==> src/rtl/square_pkg.sv <==
// Shared settings for the square block: default width, counter width helper and FSM state type.
package package_settings;

    localparam int unsigned SIZE_DATA = 16;

    // Width needed to count from 0 up to and including n.
    function automatic int unsigned count_width(input int unsigned n);
        return $clog2(n + 1);
    endfunction

    localparam int unsigned SIZE_COUNT = count_width(SIZE_DATA);

    typedef enum logic [1:0] {
        IDLE = 2'd0,
        BUSY = 2'd1,
        DONE = 2'd2
    } square_state_t;

endpackage

==> src/rtl/square.sv <==
// Iterative unsigned squarer with saturated SIZE_DATA-bit result and valid/ready handshakes.
// One multiplier bit is consumed per clock, LSB first, into a 2*SIZE_DATA-bit accumulator.
// Optional feature macro SQUARE_EARLY_EXIT_EN: leave BUSY once the remaining multiplier bits
// are all zero. Results are identical in both builds; only latency changes.
module square #(
    parameter int unsigned SIZE_DATA = package_settings::SIZE_DATA
) (
    input  logic                 clk,
    input  logic                 reset,
    input  logic                 input_valid,
    output logic                 input_ready,
    input  logic [SIZE_DATA-1:0] input_data,
    output logic                 output_valid,
    input  logic                 output_ready,
    output logic [SIZE_DATA-1:0] output_data,
    output logic                 overflow
);

    // Same value as package_settings::SIZE_COUNT at the default width, but tracks overrides.
    localparam int unsigned SIZE_COUNT = package_settings::count_width(SIZE_DATA);
    localparam int unsigned ACC_W      = 2 * SIZE_DATA;

    package_settings::square_state_t state_q, state_d;

    logic [SIZE_COUNT-1:0] count_q, count_d;
    logic [ACC_W-1:0]      mcand_q, mcand_d;
    logic [SIZE_DATA-1:0]  mplier_q, mplier_d;
    logic [ACC_W-1:0]      acc_q, acc_d;
    logic [SIZE_DATA-1:0]  out_data_q, out_data_d;
    logic                  ovf_q, ovf_d;
    logic                  started_q;

    logic [ACC_W-1:0]      acc_sum;
    logic                  last_step;
    logic                  accept;

    assign input_ready  = started_q && (state_q == package_settings::IDLE);
    assign output_valid = (state_q == package_settings::DONE);
    assign output_data  = out_data_q;
    assign overflow     = ovf_q;
    assign accept       = input_valid && input_ready;

    // Shift-add step: add the shifted multiplicand when the current multiplier bit is set.
    always_comb begin
        acc_sum   = acc_q + (mplier_q[0] ? mcand_q : '0);
        last_step = (count_q == SIZE_COUNT'(SIZE_DATA - 1));
`ifdef SQUARE_EARLY_EXIT_EN
        if ((mplier_q >> 1) == '0) begin
            last_step = 1'b1;
        end
`endif
    end

    // Next-state logic for the FSM and datapath registers.
    always_comb begin
        state_d    = state_q;
        count_d    = count_q;
        mcand_d    = mcand_q;
        mplier_d   = mplier_q;
        acc_d      = acc_q;
        out_data_d = out_data_q;
        ovf_d      = ovf_q;

        unique case (state_q)
            package_settings::IDLE: begin
                if (accept) begin
                    state_d  = package_settings::BUSY;
                    mcand_d  = {{SIZE_DATA{1'b0}}, input_data};
                    mplier_d = input_data;
                    acc_d    = '0;
                    count_d  = '0;
                end
            end
            package_settings::BUSY: begin
                acc_d    = acc_sum;
                mcand_d  = mcand_q << 1;
                mplier_d = mplier_q >> 1;
                count_d  = count_q + SIZE_COUNT'(1);
                if (last_step) begin
                    state_d = package_settings::DONE;
                    // Saturate: any bit above the result width means the square does not fit.
                    if (acc_sum[ACC_W-1:SIZE_DATA] == '0) begin
                        out_data_d = acc_sum[SIZE_DATA-1:0];
                        ovf_d      = 1'b0;
                    end else begin
                        out_data_d = '1;
                        ovf_d      = 1'b1;
                    end
                end
            end
            package_settings::DONE: begin
                if (output_valid && output_ready) begin
                    state_d = package_settings::IDLE;
                end
            end
            default: begin
                state_d = package_settings::IDLE;
            end
        endcase
    end

    // State and datapath registers; reset discards any operation in flight.
    always_ff @(posedge clk or negedge reset) begin
        if (!reset) begin
            state_q    <= package_settings::IDLE;
            count_q    <= '0;
            mcand_q    <= '0;
            mplier_q   <= '0;
            acc_q      <= '0;
            out_data_q <= '0;
            ovf_q      <= 1'b0;
        end else begin
            state_q    <= state_d;
            count_q    <= count_d;
            mcand_q    <= mcand_d;
            mplier_q   <= mplier_d;
            acc_q      <= acc_d;
            out_data_q <= out_data_d;
            ovf_q      <= ovf_d;
        end
    end

    // Holds input_ready low until the first clock edge after reset is released.
    always_ff @(posedge clk or negedge reset) begin
        if (!reset) begin
            started_q <= 1'b0;
        end else begin
            started_q <= 1'b1;
        end
    end

endmodule

==> config.mk <==
export PLATFORM = sky130hd
export DESIGN_NAME = square
export DESIGN_NICKNAME = d
export VERILOG_FILES = /design/src/rtl/square_pkg.sv /design/src/rtl/square.sv
export SDC_FILE = /design/constraint.sdc
export NUM_CORES = 1
export LEC_CHECK = 0
export BUFFER_PORTS_ARGS = -buffer_cell sky130_fd_sc_hd__buf_4
export CORE_ASPECT_RATIO = 0.6
export CORE_MARGIN = 5
export CORE_UTILIZATION = 25
export DETAILED_ROUTE_END_ITERATION = 10
export HOLD_SLACK_MARGIN = 0.02
export PLACE_DENSITY_LB_ADDON = 0.3
export RECOVER_POWER = 50
export SYNTH_ARGS = -nofsm -noshare
export SYNTH_HDL_FRONTEND = slang
export SYNTH_SLANG_ARGS = --single-unit
==> constraint.sdc <==
create_clock -name clk -period 3 [get_ports clk]
set_input_delay 0.9 -clock clk [delete_from_list [all_inputs] [get_ports clk]]
set_output_delay 0.9 -clock clk [all_outputs]
set_load 0.01 [all_outputs]
Word-level counts from Yosys, hierarchy flattened
Index checks and enable logic that the tools add are counted.
Cells by class
  $add $sub $neg: 2
  reductions and logical operators: 9
  eq/ne operators: 6
  muxes and demuxes: 15
Operators by type and width (number)
  $pmux W32 S2: 2
  $mux W32: 3
  $add A32 B32 Y32: 1
  $mux W16: 2
  $pmux W16 S2: 1
  $logic_not A16 Y1: 1
  $pmux W5 S2: 1
  $mux W2: 3
  $pmux W2 S3: 1
  $add A5 B1 Y5 const B: 1
  $eq A5 B4 Y1 const B: 1
  $mux W5: 1
  $ne A2 B2 Y1 const B: 2
  $reduce_and A2 Y1: 2
  $logic_and A1 B1 Y1: 3
  $reduce_and A3 Y1: 1
  $eq A2 B1 Y1 const B: 1
  $eq A2 B2 Y1 const B: 1
  $logic_not A2 Y1: 1
  $ne A2 B1 Y1 const B: 1
  $reduce_bool A2 Y1: 1
  $mux W1: 1
Storage, ports and cells
  input bits: 20
  bits in registers: 105
  logic and storage cells: 40

Logic depth before layout (Yosys ltp)
Gate-level depths: netlist of the first run.
  depth in word-level cells: 5
  gate-level depth with buffers: 14

Worst setup path after synthesis of the first run
Ideal clock, no wire load.
  path type: register to register
  from: register mplier_q[0]
  to: register out_data_q[10] (netlist: output_data[10])
  stages on the path, launching flop included: 14
  path buffers: 3
  data arrival time: 2888 ps
  period minus slack after synthesis: 3016 ps
  path slack: -16 ps
  required time: 2872 ps
  cell sequence: dfrtp_1 clkbuf_1 and2_1 fa_1 a21oi_1 o211ai_2 and3b_1 o21ba_1 nor4_1 o32a_1 and4b_1 buf_6 buf_8 a31oi_1
Between the ends
  longest elaborated chain between the ends: 4
Ends and longest elaborated chain
  from (decl): RTL line square.sv:27  | logic [SIZE_DATA-1:0] mplier_q, mplier_d;
  from (signal assigned): RTL line square.sv:116  | mplier_q <= mplier_d;
  $mux W32 (*): RTL line square.sv:45  | acc_sum = acc_q + (mplier_q[0] ? mcand_q : '0);
  $add A32 B32 Y32 (*): RTL line square.sv:45
  $logic_not A16 Y1: RTL line square.sv:82  | if (acc_sum[ACC_W-1:SIZE_DATA] == '0) begin
  $mux W16 (*): RTL line square.sv:82
  to (signal assigned): RTL line square.sv:118  | out_data_q <= out_data_d;
  to (decl): RTL line square.sv:29  | logic [SIZE_DATA-1:0] out_data_q, out_data_d;
Every way passes the cells marked *; elsewhere a longest branch is shown, timed or not.
A chain may end at the register's enable or synchronous reset.

Final worst setup path of the first run
  from: register mplier_q[0]
  to: register out_data_q[0] (netlist: output_data[0])
Same word-level chain as after synthesis.

==> impl_metrics.toml, run 1 <==
[routing]
routed_wl_mm = 23.3
avgRoutedWirePerCell_um = 17.1
ant_nets = 0
firstDrtPassIters = 5
drc = 0
first_iter_violations = 547
vias = 6609
vias_per_cell = 4.85

[sta]
finalCriticalPeriod_ns = 3.27
fin_crit_sh = 1.09
fmax_mhz = 306
finalHoldViolCount = 0
fin_skew_ns = 0.0175
slew_headroom = 0.0205
worstMarginPinSlew_ns = 1.47
layout_setup_ws_ns = -0.272
rsz0062_at_grt = "true"
drv_slew = 0
setup_viol = 18

[synth]
syn-num-nets = 862
synth-seq-cells = 105
ys.flop_type = "dfrtp_1"
synth_edf_count = 0
syn_inst = 808
seq_area_frac_synth = 0.382
async_flop_share = 1.00
yosysWarnings = 0
syn_area_per_cell_sq_um = 8.52
ys_types = 72
synth_area_sq_mm = 0.00688

[setup_path]
cp.required_ns = 3.29
critical_path.top_delay_family = "compound AO/OA/AOI/OAI gates"
rr_endpoint = "output_data[0]"
arrival_ns = 3.56
r2r_start = "mplier_q[0]"
critPathKind = "reg2reg"
ff2ff_setup_slack_ns = -0.27
crit_chain = "buf_6 -> buf_12 -> and2_4 -> ha_4 -> nand4_1 -> buf_4 -> a211o_1 -> a21oi_1 -> a31oi_1 -> o32a_1 -> and4b_2 -> buf_6 -> a41oi_1"
cpPeakStageDelay_ns = 0.47
critPathSlowestCell = "dfrtp_2"
cp-start-kind = "flip-flop"
crit_top_cell = "buf_6"
cp-end-kind = "flip-flop"
cp.buffers_inverters = 4
reg2reg_depth = 13
crit_fanout = 13

[clock_tree]
cts_made_buffers = 9
cts.path.max_buffers = 2
cts_tree = "yes"
cts.sinks = 105
clkLatencyLatePin_ns = 0.37
path_clk_slew_ns = 0.08
cts_htree_levels = 3
cts.hold.buffers_added = 0
root_buffer = "clkbuf_16"

[global_route]
gr-total-overflow = 0
grt_util_met1 = 0.251
gr-max-usage-layer = "met1"
track_usage = 0.148
grt_pass1_vias = 6270
use_met2 = 0.177
antenna_found_initial = 0
grt_max_degree = 103
grt.met3_usage = 0.0470
grt_pass1_wl_mm = 36.5

[worst_hold_path]
hold_start = "mplier_q[8]"
hold_end = "mplier_q[7]"
holdCritPathClass = "reg2reg"
worstHoldPathCells = 2

[pwr]
power_density_mw_per_mm2 = 729
p_leak_nw = 4.33
irDropWorstVdd_v = 0.000328

[cells_and_area]
n_fill_cell = 2740
nNetsFinal = 1045
drive_gt1_frac = 0.358
stdcell_area_sq_mm = 0.00981
num_antenna_cells = 0
area_delta_synth_final_pct = 42.5

[die]
ios = 39
start_util = 0.252
die_h_um = 139
rows = 47
die_area_sq_mm = 0.0311
core_sq_mm = 0.0273
die_x_um = 224

[run]
cap_violations = 0

[outcome]
status = "finished with violations"
violations = "negative setup slack"

[placement]
pre_cts_slack_ns = -0.419
portBuffers = 38
hpwl_mm = 17.3
routabilityCongestion = 0.918
place_area_sq_mm = 0.00865
worst min-delay path, delay by kind of cell, from the launching register on:
kind	cells	cell delay (ns)
AO/OA/AOI/OAI	1	0.06
flip-flops	1	0.34
AND/OR/NAND/NOR	1	0.04
flip-flops by register name (all words and copies together), names as in the netlist:
name         count
mplier_q        16
overflow         1
mcand_q         32
state_q          2
started_q        1
count_q          5
output_data     16
acc_q           32
logic make-up after synthesis:
group,count (synthesis),share of synthesized area
XOR/XNOR,25,0.0318
AND/OR/NAND/NOR,300,0.209
multiplexers,5,0.00763
buffers and inverters,70,0.0485
other,1,0.000545
adder cells (fa/ha/maj),34,0.0629
AO/OA/AOI/OAI,268,0.258
flip-flops,105,0.382
through the flow:
step | cells | utilization | total power, mW | hold slack [ns] | setup TNS [ns]
floorplan | 808 | - | 3.93 | 0.448 | 0
global placement | 1324 | 0.316 | 5.41 | 0.465 | -6.93
detailed placement | 1324 | 0.316 | 5.43 | 0.470 | -6.93
CTS | 1356 | 0.351 | 7.02 | 0.377 | -2.80
global route | 1363 | 0.359 | 7.66 | 0.520 | -6.17
finish | 1363 | 0.359 | 7.15 | 0.470 | -3.89
routing by layer:
layer,up-vias,wire (um)
li1,3253,-
met1,3192,12900
met2,152,8520
met3,12,1670
met4,0,151
met5,-,0
power breakdown:
| part | leakage (nW) | switching, mW | internal, mW | total (mW) |
|---|---|---|---|---|
| clock network | 0.140 | 0.606 | 0.580 | 1.19 |
| registers | 1.36 | 0.434 | 1.91 | 2.34 |
| logic | 2.83 | 1.88 | 1.74 | 3.63 |
synthesized netlist by cell type, drive strengths merged, types with 5 or more instances:
master / instances / area share
a22o: 10 / 0.013
and3: 17 / 0.015
nand4: 13 / 0.014
a21oi: 66 / 0.049
ha: 33 / 0.060
nand2b: 5 / 0.0045
nor3: 8 / 0.0058
o211ai: 12 / 0.015
a31oi: 19 / 0.017
a211oi: 18 / 0.028
nor2: 51 / 0.028
o21ai: 81 / 0.059
dfrtp: 105 / 0.38
buf: 23 / 0.023
o31ai: 5 / 0.0055
xnor2: 12 / 0.015
nand3: 21 / 0.016
o21a: 9 / 0.0098
xor2: 13 / 0.017
and2: 37 / 0.034
o21bai: 7 / 0.0076
a21o: 14 / 0.016
inv: 14 / 0.0076
clkbuf: 33 / 0.018
nand2: 127 / 0.069
layout make-up:
class,count,area [sq um],area share
flip-flops and latches,105,2630,0.268
inverters,14,52.6,0.00536
multi-input cells,633,4590,0.468
well taps,367,459,0.0468
clock buffers,9,225,0.0230
clock inverters,7,66.3,0.00676
repair buffers,228,1790,0.182
how the worst max path moves through the flow:
stage                      endpoint  depth (start not counted)        start
CTS                  output_data[0]                         13  mplier_q[0]
global placement     output_data[7]                         12  mplier_q[0]
floorplan           output_data[10]                         13  mplier_q[0]
finish               output_data[0]                         13  mplier_q[0]
global route         output_data[1]                         13  mplier_q[0]
detailed placement  output_data[14]                         11  mplier_q[0]
repair_timing:
action / CTS / global route
setup buffers: 15 / 7
resized for setup: 93 / 35
pin swaps: 29 / 17
setup endpoints to repair: 20 / 23
gates cloned: 1 / 0
layout by cell type, fill, tap and decap left out, drive strengths merged, types with 3 or more instances in the layout:
master,synthesis,layout
a22o,10,10
nor2b,4,4
or2,4,4
nor2,51,51
inv,14,15
nand4,13,13
o211ai,12,12
mux2i,3,3
nand2b,5,5
or3,3,3
a21o,14,14
o31ai,5,5
nand3,21,21
a31oi,19,19
and2,37,37
o21bai,7,7
nand2,127,127
ha,33,33
a21oi,66,66
clkinv,0,5
o21ai,81,81
buf,23,224
a211o,4,4
xor2,13,13
nor3,8,8
dfrtp,105,105
clkbuf,33,13
and3,17,17
a211oi,18,18
o21a,9,9
xnor2,12,12
No activity file was read; power rests on OpenSTA's default activity.
==> run 2: changes to the inputs <==
- clock period: 3 -> 4.2 ns (I/O delays scaled with it)
==> run 2 against run 1 <==
  * The flow finishes with violations (max-capacitance violations, max-slew violations)
  * Register-to-register slack gained 0.55 ns
  * Core utilization shrank 7.7 points
  * Global-route usage shrank 1.5 points
  * Clock-buffer cell count grew 2
  * Clock power shrank 27%
  * Via count shrank 9.7%
  * Routed wire length shrank 11%
  * Final area shrank 21%
  * Final cell count shrank 13%
  * Combinational power shrank 51%
  * Die area is the same
  * Critical endpoint is now output_data[15]
  * Highest routed layer unchanged
==> impl_metrics.toml, run 2 (synthesis results as in run 1) <==
[sta]
fin_skew_ns = 0.00918
drv_slew = 59
setup_tns_ns = 0
finalCriticalPeriod_ns = 3.93
worstMarginPinSlew_ns = 1.58
rsz0062_at_grt = "false"
hold_ws_ns = 0.491
slew_headroom = -0.0530
setup_viol = 0
finalHoldViolCount = 0
fin_crit_sh = 0.935
fmax_mhz = 255

[placement]
portBuffers = 38
routabilityCongestion = 0.923
hpwl_mm = 15.6

[routing]
firstDrtPassIters = 5
ant_nets = 0
avgRoutedWirePerCell_um = 17.5
first_iter_violations = 692
vias = 5971
vias_per_cell = 5.03
drc = 0
routed_wl_mm = 20.7

[pwr]
switchingPower_mw = 1.81
internal_power_mw = 2.46
p_seq_frac = 0.380
netSwitchingFraction = 0.424
pwr-share-comb = 0.416
p_total_mw = 4.27
p_leak_nw = 3.38
power_density_mw_per_mm2 = 553
irDropWorstVdd_v = 0.000203
clkPwrFrac = 0.204

[outcome]
violations = "max-capacitance violations, max-slew violations"
status = "finished with violations"

[die]
die_x_um = 224
die_area_sq_mm = 0.0311
die_h_um = 139
rows = 47
start_util = 0.252
ios = 39
core_sq_mm = 0.0273

[cells_and_area]
reg_top3 = "acc_q x32, mcand_q x32"
area_delta_synth_final_pct = 12.1
fin_util = 0.282
final_common_cell = "nand2_1"
seq_area_sq_mm = 0.00263
num_antenna_cells = 0
layout_common_cells = "nand2_1 (127), dfrtp_1 (105), o21ai_0 (75), a21oi_1 (65), nor2_1 (50)"
multi_input_area_sq_mm = 0.00394
nNetsFinal = 868
drive_gt1_frac = 0.105
n_fill_cell = 2973

[clock_tree]
cts.sinks = 105
root_buffer = "clkbuf_16"
cts_setup_buffers = 0
cts.path.max_buffers = 2
clkLatencyLatePin_ns = 0.36
cts_tree = "yes"
cts_made_buffers = 9
cts_htree_levels = 3
path_clk_slew_ns = 0.07

[setup_path]
cp-end-kind = "flip-flop"
crit_fanout = 31
critPathKind = "reg2reg"
arrival_ns = 4.16
cp.required_ns = 4.43
cp-start-kind = "flip-flop"

[global_route]
grt_pass1_vias = 5499
antenna_found_initial = 0
grt_pass1_wl_mm = 32.7
grt_max_degree = 103
track_usage = 0.133
gr-total-overflow = 0

[run]
cap_violations = 1

[worst_hold_path]
holdCritPathClass = "reg2reg"
==> run 2: final cells by class <==
| cell class | instances | share of cell area |
|---|---|---|
| clock inverters | 5 | 0.00811 |
| multi-input cells | 633 | 0.511 |
| clock buffers | 11 | 0.0302 |
| repair buffers | 51 | 0.0441 |
| inverters | 14 | 0.00681 |
| flip-flops and latches | 105 | 0.341 |
| well taps | 367 | 0.0595 |
==> run 2: critical path, cell delays in order (launching register included) <==
cell       delay (ns)
dfrtp_1          0.38
buf_4            0.23
and2_1           0.18
ha_1             0.42
a21o_1           0.23
a21oi_1          0.23
nor3b_1          0.08
a311oi_1         0.75
o211ai_4         0.44
a41o_1           0.42
a2111oi_2        0.32
a21oi_1          0.11
==> run 2: worst paths after layout <==
check                            start               to  slack (ns)  cells past startpoint
setup / recovery           mplier_q[0]  output_data[15]        0.27                     11
hold / removal             mplier_q[2]      mplier_q[1]        0.49                      2
setup reg to reg           mplier_q[0]  output_data[15]        0.27                     11
hold reg to reg            mplier_q[2]      mplier_q[1]        0.49                      2
max in group asynchronous        reset     mplier_q[10]        1.24                      2
min in group asynchronous        reset      mcand_q[30]        1.26                      1
==> run 2: timing repair <==
action                     in CTS  in global routing
hold buffers                    0                  0
resized for setup               0                  1
setup endpoints to repair       0                  1
==> run 2: stage by stage <==
stage / cells / setup WS [ns] / cell area, sq um
after global placement: 1170 / 0.188 / 7460
after global routing: 1186 / 0.0441 / 7710
after CTS: 1186 / 0.245 / 7760
after detailed placement: 1170 / 0.269 / 7460
after floorplan: 808 / 1.18 / 6880
final: 1186 / 0.275 / 7710
==> run 2: per-layer routing <==
| layer | GRT usage | up-vias | part of all wire |
|---|---|---|---|
| li1 | - | 2894 | - |
| met1 | 0.226 | 2890 | 0.54 |
| met2 | 0.158 | 181 | 0.36 |
| met3 | 0.0400 | 6 | 0.091 |
| met4 | 0.0231 | 0 | 0.0055 |
| met5 | 0 | - | 0 |
==> run 2: power by group through the flow <==
stage | clock (mW) | sequential, mW | combinational [mW]
floorplan | 0 | 1.59 | 1.22
global placement | 0 | 1.64 | 1.78
detailed placement | 0 | 1.65 | 1.78
CTS | 0.890 | 1.63 | 1.79
global route | 0.937 | 1.67 | 1.96
finish | 0.869 | 1.62 | 1.78
==> run 3: changes to the inputs <==
==> constraint.sdc (replaced) <==
create_clock -name clk -period 4.2 [get_ports clk]
set_input_delay 1.26 -clock clk [delete_from_list [all_inputs] [get_ports clk]]
set_output_delay 1.26 -clock clk [all_outputs]
set_load 0.02 [all_outputs]
==> run 3 against run 2 <==
  * The flow still finishes with violations (max-capacitance violations, max-slew violations)
  * Critical path type unchanged
  * Clock skew about the same
  * Worst hold slack got worse by 0.00084 ns
  * Fmax down 0.31%
  * Final area about the same
  * Global-route usage is the same
  * Highest routed layer unchanged
  * Via count rose by 0.45%
==> impl_metrics.toml, run 3 (synthesis results as in run 1) <==
[die]
start_util = 0.252
rows = 47
die_h_um = 139
ios = 39
core_sq_mm = 0.0273
die_x_um = 224
die_area_sq_mm = 0.0311

[routing]
vias_per_cell = 5.06
first_iter_violations = 690
routed_wl_mm = 20.7
drc = 0
avgRoutedWirePerCell_um = 17.4
firstDrtPassIters = 5
ant_nets = 0
vias = 5998

[global_route]
gr-total-overflow = 0
track_usage = 0.133
grt_max_degree = 103
antenna_found_initial = 0
grt_pass1_wl_mm = 32.7
grt_pass1_vias = 5499

[worst_hold_path]
holdCritPathClass = "reg2reg"

[cells_and_area]
drive_gt1_frac = 0.106
fin_util = 0.282
fin_cells = 1186
n_fill_cell = 2972
final_common_cell = "nand2_1"
num_antenna_cells = 0
layout_common_cells = "nand2_1 (127), dfrtp_1 (105), o21ai_0 (75), a21oi_1 (65), nor2_1 (50)"
nNetsFinal = 868
area_delta_synth_final_pct = 12.1
stdcell_area_sq_mm = 0.00772
reg_top3 = "acc_q x32, mcand_q x32"

[sta]
hold_ws_ns = 0.490
finalCriticalPeriod_ns = 3.94
rsz0062_at_grt = "false"
setup_viol = 0
worstMarginPinSlew_ns = 1.58
setup_tns_ns = 0
fin_crit_sh = 0.938
slew_headroom = -0.0534
fmax_mhz = 254
drv_slew = 59
finalHoldViolCount = 0
layout_setup_ws_ns = 0.262
fin_skew_ns = 0.00917

[placement]
pre_cts_slack_ns = 0.269
dpl.cell_count = 1170
hpwl_mm = 15.6
portBuffers = 38
routabilityCongestion = 0.923
place_area_sq_mm = 0.00746

[clock_tree]
cts.sinks = 105
path_clk_slew_ns = 0.07
cts.path.max_buffers = 2
cts.hold.buffers_added = 0
root_buffer = "clkbuf_16"
cts_made_buffers = 9
cts_tree = "yes"
clkLatencyLatePin_ns = 0.36
cts_htree_levels = 3

[setup_path]
crit_fanout = 31
cp-start-kind = "flip-flop"
ff2ff_setup_slack_ns = 0.26
critPathKind = "reg2reg"
arrival_ns = 4.17
cp.required_ns = 4.43
cp-end-kind = "flip-flop"

[pwr]
p_leak_nw = 3.38
p_total_mw = 4.34
power_density_mw_per_mm2 = 562
irDropWorstVdd_v = 0.000203

[outcome]
status = "finished with violations"
violations = "max-capacitance violations, max-slew violations"

[run]
cap_violations = 1
-- run 3: cell count changes in the layout (fill, tap and decap cells not counted) --
cell and change:
and2_1 -1, buf_4 +1, and2_0 +1, clkbuf_1 -1
-- run 3: final timing paths --
| kind | start | to | cells past startpoint |
|---|---|---|---|
| max | mplier_q[0] | output_data[15] | 11 |
| min in group asynchronous | reset | mcand_q[30] | 1 |
| max reg2reg | mplier_q[0] | output_data[15] | 11 |
| max in group asynchronous | reset | mplier_q[10] | 2 |
| min | mplier_q[2] | mplier_q[1] | 2 |
| min reg2reg | mplier_q[2] | mplier_q[1] | 2 |
-- run 3: layout make-up --
| cell class | count | area (sq um) | area share |
|---|---|---|---|
| clock buffer | 11 | 233 | 0.0302 |
| clock inverter | 5 | 62.6 | 0.00811 |
| inverter | 14 | 52.6 | 0.00681 |
| multi-input combinational | 633 | 3940 | 0.510 |
| sequential | 105 | 2630 | 0.340 |
| tap | 367 | 459 | 0.0595 |
| timing repair buffer | 51 | 344 | 0.0446 |
-- run 3: metal layers --
layer	GRT usage	share of wire	wire [um]
met5	0	0	0
met1	0.226	0.55	11400
met2	0.158	0.36	7440
met4	0.0231	0.0060	124
met3	0.0400	0.083	1710
-- run 3: critical path: stages, from the launching register on --
cell       delay [ns]
dfrtp_1          0.38
buf_4            0.23
and2_1           0.18
ha_1             0.42
a21o_1           0.23
a21oi_1          0.23
nor3b_1          0.08
a311oi_1         0.76
o211ai_4         0.44
a41o_1           0.42
a2111oi_2        0.32
a21oi_1          0.11
-- run 3: timing repair --
action,in CTS,in global routing
endpoints found under the setup margin,0,1
gates resized for setup,0,1
setup buffers,0,0
-- run 3: power by group --
group | internal [mW] | leakage (nW) | switching [mW] | total [mW]
combinational | 0.636 | 1.88 | 1.21 | 1.85
clock | 0.468 | 0.137 | 0.401 | 0.869
sequential | 1.36 | 1.36 | 0.262 | 1.62
